$ cat config.mk
export PLATFORM = sky130hd
export DESIGN_NAME = sa_feed_ctrl
export DESIGN_NICKNAME = d
export VERILOG_FILES = /design/src/rtl/sa_feed_ctrl_pkg.sv /design/src/rtl/sa_feed_ctrl_drain_timer.sv /design/src/rtl/sa_feed_ctrl.sv
export SDC_FILE = /design/constraint.sdc
export NUM_CORES = 1
export LEC_CHECK = 0
export BUFFER_PORTS_ARGS = -buffer_cell sky130_fd_sc_hd__buf_2
export CORE_ASPECT_RATIO = 0.8
export CORE_MARGIN = 3
export CORE_UTILIZATION = 50
export DETAILED_ROUTE_END_ITERATION = 10
export GPL_TIMING_DRIVEN = 0
export PLACE_DENSITY = 0.69
export REMOVE_ABC_BUFFERS = 1
export SLEW_MARGIN = 20
export SYNTH_ARGS = -nofsm -noshare
export SYNTH_HDL_FRONTEND = slang
export SYNTH_HIERARCHICAL = 1
export SYNTH_SLANG_ARGS = --single-unit
$ cat constraint.sdc
create_clock -name clk -period 8 [get_ports clk]
set_input_delay 0.8 -clock clk [delete_from_list [all_inputs] [get_ports clk]]
set_output_delay 0.8 -clock clk [all_outputs]
set_load 0.005 [all_outputs]
$ cat src/rtl/sa_feed_ctrl_pkg.sv
// Shared types and constants for the systolic-array feed controller.
// SYS_ARRAY_LEN may be supplied by the build; it sets the default drain depth.
`ifndef SYS_ARRAY_LEN
`define SYS_ARRAY_LEN 4
`endif

package sa_feed_ctrl_pkg;

  typedef enum logic [2:0] {
    IDLE,
    ISSUE,
    WAIT,
    DRAIN,
    DONE
  } feed_state_e;

  localparam int SYS_ARRAY_LEN        = `SYS_ARRAY_LEN;
  // The skewed wavefront needs about twice the array edge to fully exit.
  localparam int DRAIN_CYCLES_DEFAULT = 2 * SYS_ARRAY_LEN;

endpackage

$ cat src/rtl/sa_feed_ctrl_drain_timer.sv
// Drain timer: cleared while load is high, counts while count is high,
// and flags expire on the last counted cycle (CYCLES must be >= 1).
module sa_drain_timer #(
  parameter int CYCLES = 8
) (
  input  logic clk,
  input  logic rst_n,
  input  logic load,
  input  logic count,
  output logic expire
);

  localparam int CW = (CYCLES > 1) ? $clog2(CYCLES) : 1;

  logic [CW-1:0] cnt_reg;

  always_ff @(posedge clk) begin
    if (!rst_n || load) begin
      cnt_reg <= '0;
    end else if (count) begin
      cnt_reg <= cnt_reg + CW'(1);
    end
  end

  assign expire = count && (cnt_reg == CW'(CYCLES - 1));

endmodule

$ cat src/rtl/sa_feed_ctrl.sv
// Sequences one systolic-array tile pass: issues K fetches, qualifies returns, waits for drain.
// Optional SA_FEED_PERF_EN adds a stall_cycles counter port.
module sa_feed_ctrl
  import sa_feed_ctrl_pkg::*;
#(
  parameter int ADDR_W          = 16,
  parameter int CNT_W           = 16,
  parameter int DRAIN_CYCLES    = DRAIN_CYCLES_DEFAULT,
  parameter int MAX_OUTSTANDING = 4
) (
  input  logic              clk,
  input  logic              rst_n,
  input  logic              start,
  input  logic [ADDR_W-1:0] base_addr,
  input  logic [CNT_W-1:0]  k_len,
  output logic              busy,
  output logic              done,
  output logic              fetch_req,
  output logic [ADDR_W-1:0] fetch_addr,
  input  logic              fetch_gnt,
  input  logic              fetch_rvalid,
  output logic              data_valid,
  output logic              first_vec,
`ifdef SA_FEED_PERF_EN
  output logic [31:0]       stall_cycles,
`endif
  output logic              last_vec
);

  localparam logic [CNT_W-1:0] MAX_OUT_C = CNT_W'(MAX_OUTSTANDING);

  feed_state_e       state_reg, state_next;
  logic [ADDR_W-1:0] base_reg;
  logic [CNT_W-1:0]  klen_reg;
  logic [CNT_W-1:0]  issue_cnt_reg, issue_cnt_next;
  logic [CNT_W-1:0]  recv_cnt_reg, recv_cnt_next;
  logic [CNT_W-1:0]  outstanding;
  logic              accept, in_stream, drain_expire;

  assign accept         = (state_reg == IDLE) && start;
  assign in_stream      = (state_reg == ISSUE) || (state_reg == WAIT);
  assign outstanding    = issue_cnt_reg - recv_cnt_reg;
  assign issue_cnt_next = issue_cnt_reg + CNT_W'(fetch_req && fetch_gnt);
  assign recv_cnt_next  = recv_cnt_reg + CNT_W'(data_valid);

  always_ff @(posedge clk) begin
    if (!rst_n) begin
      state_reg <= IDLE;
    end else begin
      state_reg <= state_next;
    end
  end

  always_comb begin
    state_next = state_reg;
    case (state_reg)
      IDLE:  if (start) state_next = (k_len == '0) ? DONE : ISSUE;
      // The last return can coincide with the last grant, so check it first.
      ISSUE: begin
        if (recv_cnt_next == klen_reg) begin
          state_next = DRAIN;
        end else if (issue_cnt_next == klen_reg) begin
          state_next = WAIT;
        end
      end
      WAIT:  if (recv_cnt_next == klen_reg) state_next = DRAIN;
      DRAIN: if (drain_expire) state_next = DONE;
      DONE:  state_next = IDLE;
      default: state_next = IDLE;
    endcase
  end

  always_comb begin
    busy       = (state_reg != IDLE);
    done       = (state_reg == DONE);
    fetch_req  = (state_reg == ISSUE) && (issue_cnt_reg < klen_reg) && (outstanding < MAX_OUT_C);
    fetch_addr = (state_reg == ISSUE) ? base_reg + ADDR_W'(issue_cnt_reg) : '0;
    data_valid = in_stream && fetch_rvalid;
    first_vec  = data_valid && (recv_cnt_reg == '0);
    last_vec   = data_valid && (recv_cnt_reg == klen_reg - CNT_W'(1));
  end

  always_ff @(posedge clk) begin
    if (!rst_n) begin
      base_reg      <= '0;
      klen_reg      <= '0;
      issue_cnt_reg <= '0;
      recv_cnt_reg  <= '0;
    end else if (accept) begin
      base_reg      <= base_addr;
      klen_reg      <= k_len;
      issue_cnt_reg <= '0;
      recv_cnt_reg  <= '0;
    end else if (in_stream) begin
      issue_cnt_reg <= issue_cnt_next;
      recv_cnt_reg  <= recv_cnt_next;
    end
  end

  sa_drain_timer #(
    .CYCLES (DRAIN_CYCLES)
  ) u_drain_timer (
    .clk    (clk),
    .rst_n  (rst_n),
    .load   (state_reg != DRAIN),
    .count  (state_reg == DRAIN),
    .expire (drain_expire)
  );

`ifdef SA_FEED_PERF_EN
  logic [31:0] stall_reg;

  // Bubbles in the return stream while the pass is still streaming.
  always_ff @(posedge clk) begin
    if (!rst_n) begin
      stall_reg <= '0;
    end else if (accept) begin
      stall_reg <= '0;
    end else if (in_stream && !fetch_rvalid) begin
      stall_reg <= stall_reg + 32'd1;
    end
  end

  assign stall_cycles = stall_reg;
`endif

endmodule

[Word-level counts from Yosys, hierarchy flattened]
Cells that the tools add are included.
Operators by class
  add/sub/neg operators: 6
  order comparisons: 2
  equality and inequality tests: 13
  muxes and demuxes: 8
  bitwise logic cells: 1
  reductions and logical operators: 17
Operator list (number)
  $eq A16 B16 Y1: 3
  $add A16 B1 Y16: 2
  $logic_not A16 Y1: 2
  $mux W3: 6
  $add A16 B16 Y16: 1
  $lt A16 B16 Y1: 1
  $lt A16 B3 Y1 const B: 1
  $mux W16: 1
  $sub A16 B1 Y16 const B: 1
  $sub A16 B16 Y16: 1
  $pmux W3 S4: 1
  $logic_and A1 B1 Y1: 8
  $eq A3 B2 Y1 const B: 2
  $eq A3 B3 Y1 const B: 2
  $ne A2 B2 Y1 const B: 2
  $reduce_and A4 Y1: 1
  $add A3 B1 Y3 const B: 1
  $eq A3 B1 Y1 const B: 1
  $logic_not A3 Y1: 1
  $ne A3 B2 Y1 const B: 1
  $ne A3 B3 Y1 const B: 1
  $reduce_bool A3 Y1: 1
  $logic_or A1 B1 Y1: 2
  $ne A2 B1 Y1 const B: 1
  3 further kinds: 3
Storage, ports and cells
  register bits: 70
  bits of input ports: 37
  output and inout bits: 22
  logic and storage cells: 53

[Depth between registers and ports, before layout]
  depth after elaboration: 9
  mapped depth: 22
  mapped depth without buffers: 20

[Modules after synthesis]
The synthesis kept the hierarchy.
Modules (own cells, without submodules)
  sa_feed_ctrl: times used 1, cells each 812, area each 6147.1 um^2, seq. area each 1341.3 um^2
  sa_drain_timer: times used 1, cells each 13, area each 138.9 um^2, seq. area each 60.1 um^2

[Least setup slack after synthesis]
OpenSTA, ideal clock, no wires.
  path kind: flip-flop to flip-flop
  from: register recv_cnt_reg[2]
  to: register state_reg[0]
  library setup time: 116 ps
  arrival time: 4498 ps
  required time: 7884 ps
  slack: 3387 ps
  cell stages (with the launch flop): 21
  buffers on the path: 1
  period minus slack after synthesis: 4613 ps
  path through: dfxtp_1 > inv_1 > ha_1 > a21o_1 > a31o_2 > a211oi_2 > a21oi_1 > a41oi_1 > mux2i_1 > o2111a_1 > and2_1 > ha_1 > ha_1 > nand4_1 > or3b_1 > clkbuf_1 > o32a_1 > nor4_1 > nand4_1 > o2111a_1 > a31o_1
Between the ends
  cells in the longest elaborated chain, start to end: 8
  elaborated cells on any way between the ends: 13
  classes of those cells: add/sub (3); order compare (1); eq/ne (4); mux (2); reduce/logical (3)
Ends and longest elaborated chain
  from (decl): RTL line sa_feed_ctrl.sv:36  | logic [CNT_W-1:0] recv_cnt_reg, recv_cnt_next;
  from (signal assigned): RTL line sa_feed_ctrl.sv:96  | recv_cnt_reg <= recv_cnt_next;
  $sub A16 B16 Y16: RTL line sa_feed_ctrl.sv:42  | assign outstanding = issue_cnt_reg - recv_cnt_reg;
  $lt A16 B3 Y1: RTL line sa_feed_ctrl.sv:76  | fetch_req = (state_reg == ISSUE) && (issue_cnt_reg < klen_reg) && (outstanding < MAX_OUT_C);
  $logic_and A1 B1 Y1: RTL line sa_feed_ctrl.sv:76
  via fetch_req: RTL line sa_feed_ctrl.sv:18  | output logic fetch_req,
  $logic_and A1 B1 Y1: RTL line sa_feed_ctrl.sv:43  | assign issue_cnt_next = issue_cnt_reg + CNT_W'(fetch_req && fetch_gnt);
  $add A16 B1 Y16: RTL line sa_feed_ctrl.sv:43
  $eq A16 B16 Y1: RTL line sa_feed_ctrl.sv:62  | end else if (issue_cnt_next == klen_reg) begin
  $ne A3 B3 Y1 (no source line)
  $reduce_and A4 Y1 (no source line)
  to (signal assigned): RTL line sa_feed_ctrl.sv:50  | state_reg <= state_next;
  to (decl): RTL line sa_feed_ctrl.sv:32  | feed_state_e state_reg, state_next;
The timed path passes the listed nets, and every way through them passes these cells.
A chain may end at the register's enable or synchronous reset.

[Worst setup path after layout]
  from: register recv_cnt_reg[2]
  to: register state_reg[0]
Between the ends
  cells in the longest elaborated chain, start to end: 8
  elaborated cells on any way between the ends: 13
  classes of those cells: add/sub (3); order compare (1); eq/ne (4); mux (2); reduce/logical (3)
Ends and longest elaborated chain (RTL line)
  $sub A16 B16 Y16: sa_feed_ctrl.sv:42
  $lt A16 B3 Y1: sa_feed_ctrl.sv:76
  $logic_and A1 B1 Y1: sa_feed_ctrl.sv:76
  $logic_and A1 B1 Y1: sa_feed_ctrl.sv:43
  $add A16 B1 Y16: sa_feed_ctrl.sv:43
  $eq A16 B16 Y1: sa_feed_ctrl.sv:62
  $ne A3 B3 Y1 (no source line)
  $reduce_and A4 Y1 (no source line)
Several ways; a longest one is shown, not always the timed one.

==> reports/qor.csv <==
metric,value,unit
status,"complete, no violations",
clock-root-buffer,clkbuf_16,
sw_frac_of_total,40.7,%
path_cells,"inv_1, ha_1, a21o_1, a31o_2, a211oi_2, a21oi_1, a41oi_1, mux2i_1, o2111a_1, and2_1, ha_1, ha_1, nand4_1, or3b_1, o32a_1, nor4_1, nand4_1, o2111a_1, a31o_1",
firstDrtPassIters,5,
final_max_slew_viol_count,0,
leakage,2.81,nW
antenna_cells,0,
yosys_warnings,6,
min_period_over_period,71.3,%
finalSetupViolCount,0,
synth-main-ff-cell,dfxtp_1,
cp_slowest_cell,or3b_1,
totalWireLength,17.3,mm
synth-xor-area-share,13.1,%
synthSimpleGateAreaFrac,26.1,%
ant_nets,0,
required,8.23,ns
syn_area_per_cell,7.62,sq um
die_area,14000,sq um
dp.final_hpwl,13.2,mm
cts_sinks,70,
synthDistinctLibCells,78,
synth_top_family_by_area,simple AND/OR/NAND/NOR gates,
cpMostUsedCell,ha_1,
final-hold-violation-count,0,
vias,6058,
cts_resized,0,
grtUsageTotal,25.1,%
tns,0,ns
crit_arrival,5.94,ns
postSynth.asyncResetShare,0,%
drive_above_1_share,12.2,%
critical_path_class,reg2reg,
power_density,208,nW/um^2
cp_slowest_stage_delay,0.55,ns
wl_per_cell,17.1,um
pwr-share-clk,28.4,%
core_region_area,11900,sq um
ios,59,
crit_path_start_kind,flop,
rsz0062_at_grt,no,
crit_fanout,8,
grt_max_degree,39,
grt_overflow,0,
worst_hold_slack,0.470,ns
grt_pass1_wl,28.9,mm
syn2layout_area_growth,8.70,%
numCtsBuffers,9,
via_per_inst,5.96,
p_comb_share,40.2,%
io_buffers,58,
fin_crit,5.71,ns
fin_nets,934,
pwr-share-seq,31.3,%
p_int,0.841,mW
drt_iter0_drc,600,
finClkSkew,0.00447,ns
gp_congestion,0.914,
rows,35,
postCtsSetupRepairBufs,0,
hold_class,reg2reg,
syn_area,6290,sq um
synthMuxAreaShare,1.31,%
cap_violations,0,
clkLatencyLatePin,0.33,ns
start_util,52.8,%
tightest_slew,0.980,ns
synthAdderAreaFrac,10.5,%
net-switching-power,0.578,mW
holdBufCountCts,0,
clk_pin_slew,0.06,ns
grt_pass1_vias,5806,
antenna_found_initial,0,
die_w,131,um
end_kind,flop,
max_slew_margin,34.0,%
cts_tree,yes,
clk_path_buf_depth,2,
die_h,106,um
drcViolationCount,0,
syn-instance-count,825,
finalPower,1.42,mW
cts_max_level,3,
synth-compound-area-share,20.0,%
synth_edf_count,0,
max_freq,175,MHz
seq_area_frac_synth,22.3,%
synth.ff_latch_count,70,
peakVddDrop,0.218,mV
## stage by stage
stage / worst slack [ns] / instance area, sq um / utilization, % / cells
after floorplan: 3.42 / 6020 / - / 775
after global placement: 2.56 / 6520 / 54.7 / 999
after detailed placement: 2.44 / 6540 / 54.9 / 1000
after CTS: 2.39 / 6830 / 57.3 / 1016
after global routing: 1.90 / 6830 / 57.4 / 1016
final: 2.29 / 6830 / 57.4 / 1016
## cells in the mapped netlist (all sizes together), types with 2 or more instances
cell     count  area (sq um)
o211ai       7          52.6
or3b         3          26.3
o21a         4          30.0
ha          51           638
a21oi       41           205
nand4       18           119
a41o         3          30.0
a31oi        8          50.1
inv         42           158
a31o         3          26.3
nor2b        4          25.0
o22ai        4          25.0
mux2i        6          60.1
clkbuf      29           113
nand3b       3          22.5
o2111a       2          22.5
o21bai       5          37.5
nand2b      11          68.8
nor4        24           156
xor2        41           385
nor3        19           100
and4         7          62.6
or3         11          71.3
dfxtp       70          1400
a211oi       7          57.6
nor2        68           255
nand3       22           125
buf         20           118
xnor2       48           439
a211o        2          17.5
mux2         2          22.5
nor3b        2          20.0
and2        10          63.8
o21ai       33           165
nand2      114           428
or2          3          18.8
a2111oi      5          62.6
o32ai        4          35.0
and3         7          43.8
a21o        12          90.1
a21boi      33           248
## worst max-delay path: cells and delay by family, from the launching register on
kind,cells,cell delay (ns)
AOI/OAI and AO/OA,9,2.33
adders and majority gates,3,0.97
buffers and inverters,1,0.17
DFF,1,0.47
muxes,1,0.24
and+or+nand+nor,5,1.41
## power groups by stage
stage	clock (mW)	sequential (mW)	combinational, mW
2_1_floorplan	0	0.429	0.393
3_3_place_gp	0	0.448	0.532
3_5_place_dp	0	0.450	0.562
4_1_cts	0.409	0.443	0.565
5_1_grt	0.426	0.449	0.639
6_report	0.403	0.445	0.571
## layout make-up
type | count | area (sq um)
Fill cell | 1171 | 5080
Multi-Input combinational cell | 663 | 4470
Sequential cell | 70 | 1400
Timing Repair Buffer | 59 | 302
Clock buffer | 10 | 229
Tap cell | 166 | 208
Inverter | 42 | 158
Clock inverter | 6 | 62.6
## cells by family (layout without fill, tap and decap cells)
group,Yosys count,after routing
buffers and inverters,92,117
AOI/OAI and AO/OA,184,184
and+or+nand+nor,330,330
DFF,70,70
adders and majority gates,52,52
xor gates and xnor gates,89,89
muxes,8,8
## worst paths after layout
kind                           startpoint  cells after the start                   endpoint  slack, ns
max reg2reg  recv_cnt_reg[2]$_SDFFE_PP0N_                     19  state_reg[0]$_SDFFE_PN0P_       2.29
min reg2reg      base_reg[0]$_SDFFE_PN0P_                      2   base_reg[0]$_SDFFE_PN0P_       0.47
max          recv_cnt_reg[2]$_SDFFE_PP0N_                     19  state_reg[0]$_SDFFE_PN0P_       2.29
min              base_reg[0]$_SDFFE_PN0P_                      2   base_reg[0]$_SDFFE_PN0P_       0.47
## metal layers
layer | GRT usage, % | routed length, um
met5 | 0 | 0
met4 | 6.52 | 305
met3 | 5.01 | 1210
met2 | 39.0 | 7410
met1 | 35.6 | 8410
## cells in the final DEF, fill, tap and decap left out, types with 8 or more instances in the layout
cell type / count
nor2_1: 68
or3_1: 9
a21boi_0: 33
o21ai_0: 29
nand2_1: 112
a21o_1: 12
nand2b_1: 11
nor4_1: 23
dfxtp_1: 70
xnor2_1: 47
nand3_1: 19
clkbuf_16: 9
nor3_1: 18
inv_1: 42
nand4_1: 17
and2_1: 8
ha_1: 51
a21oi_1: 41
buf_2: 58
xor2_1: 39
a31oi_1: 8
Power figures use the tool's default switching activity.
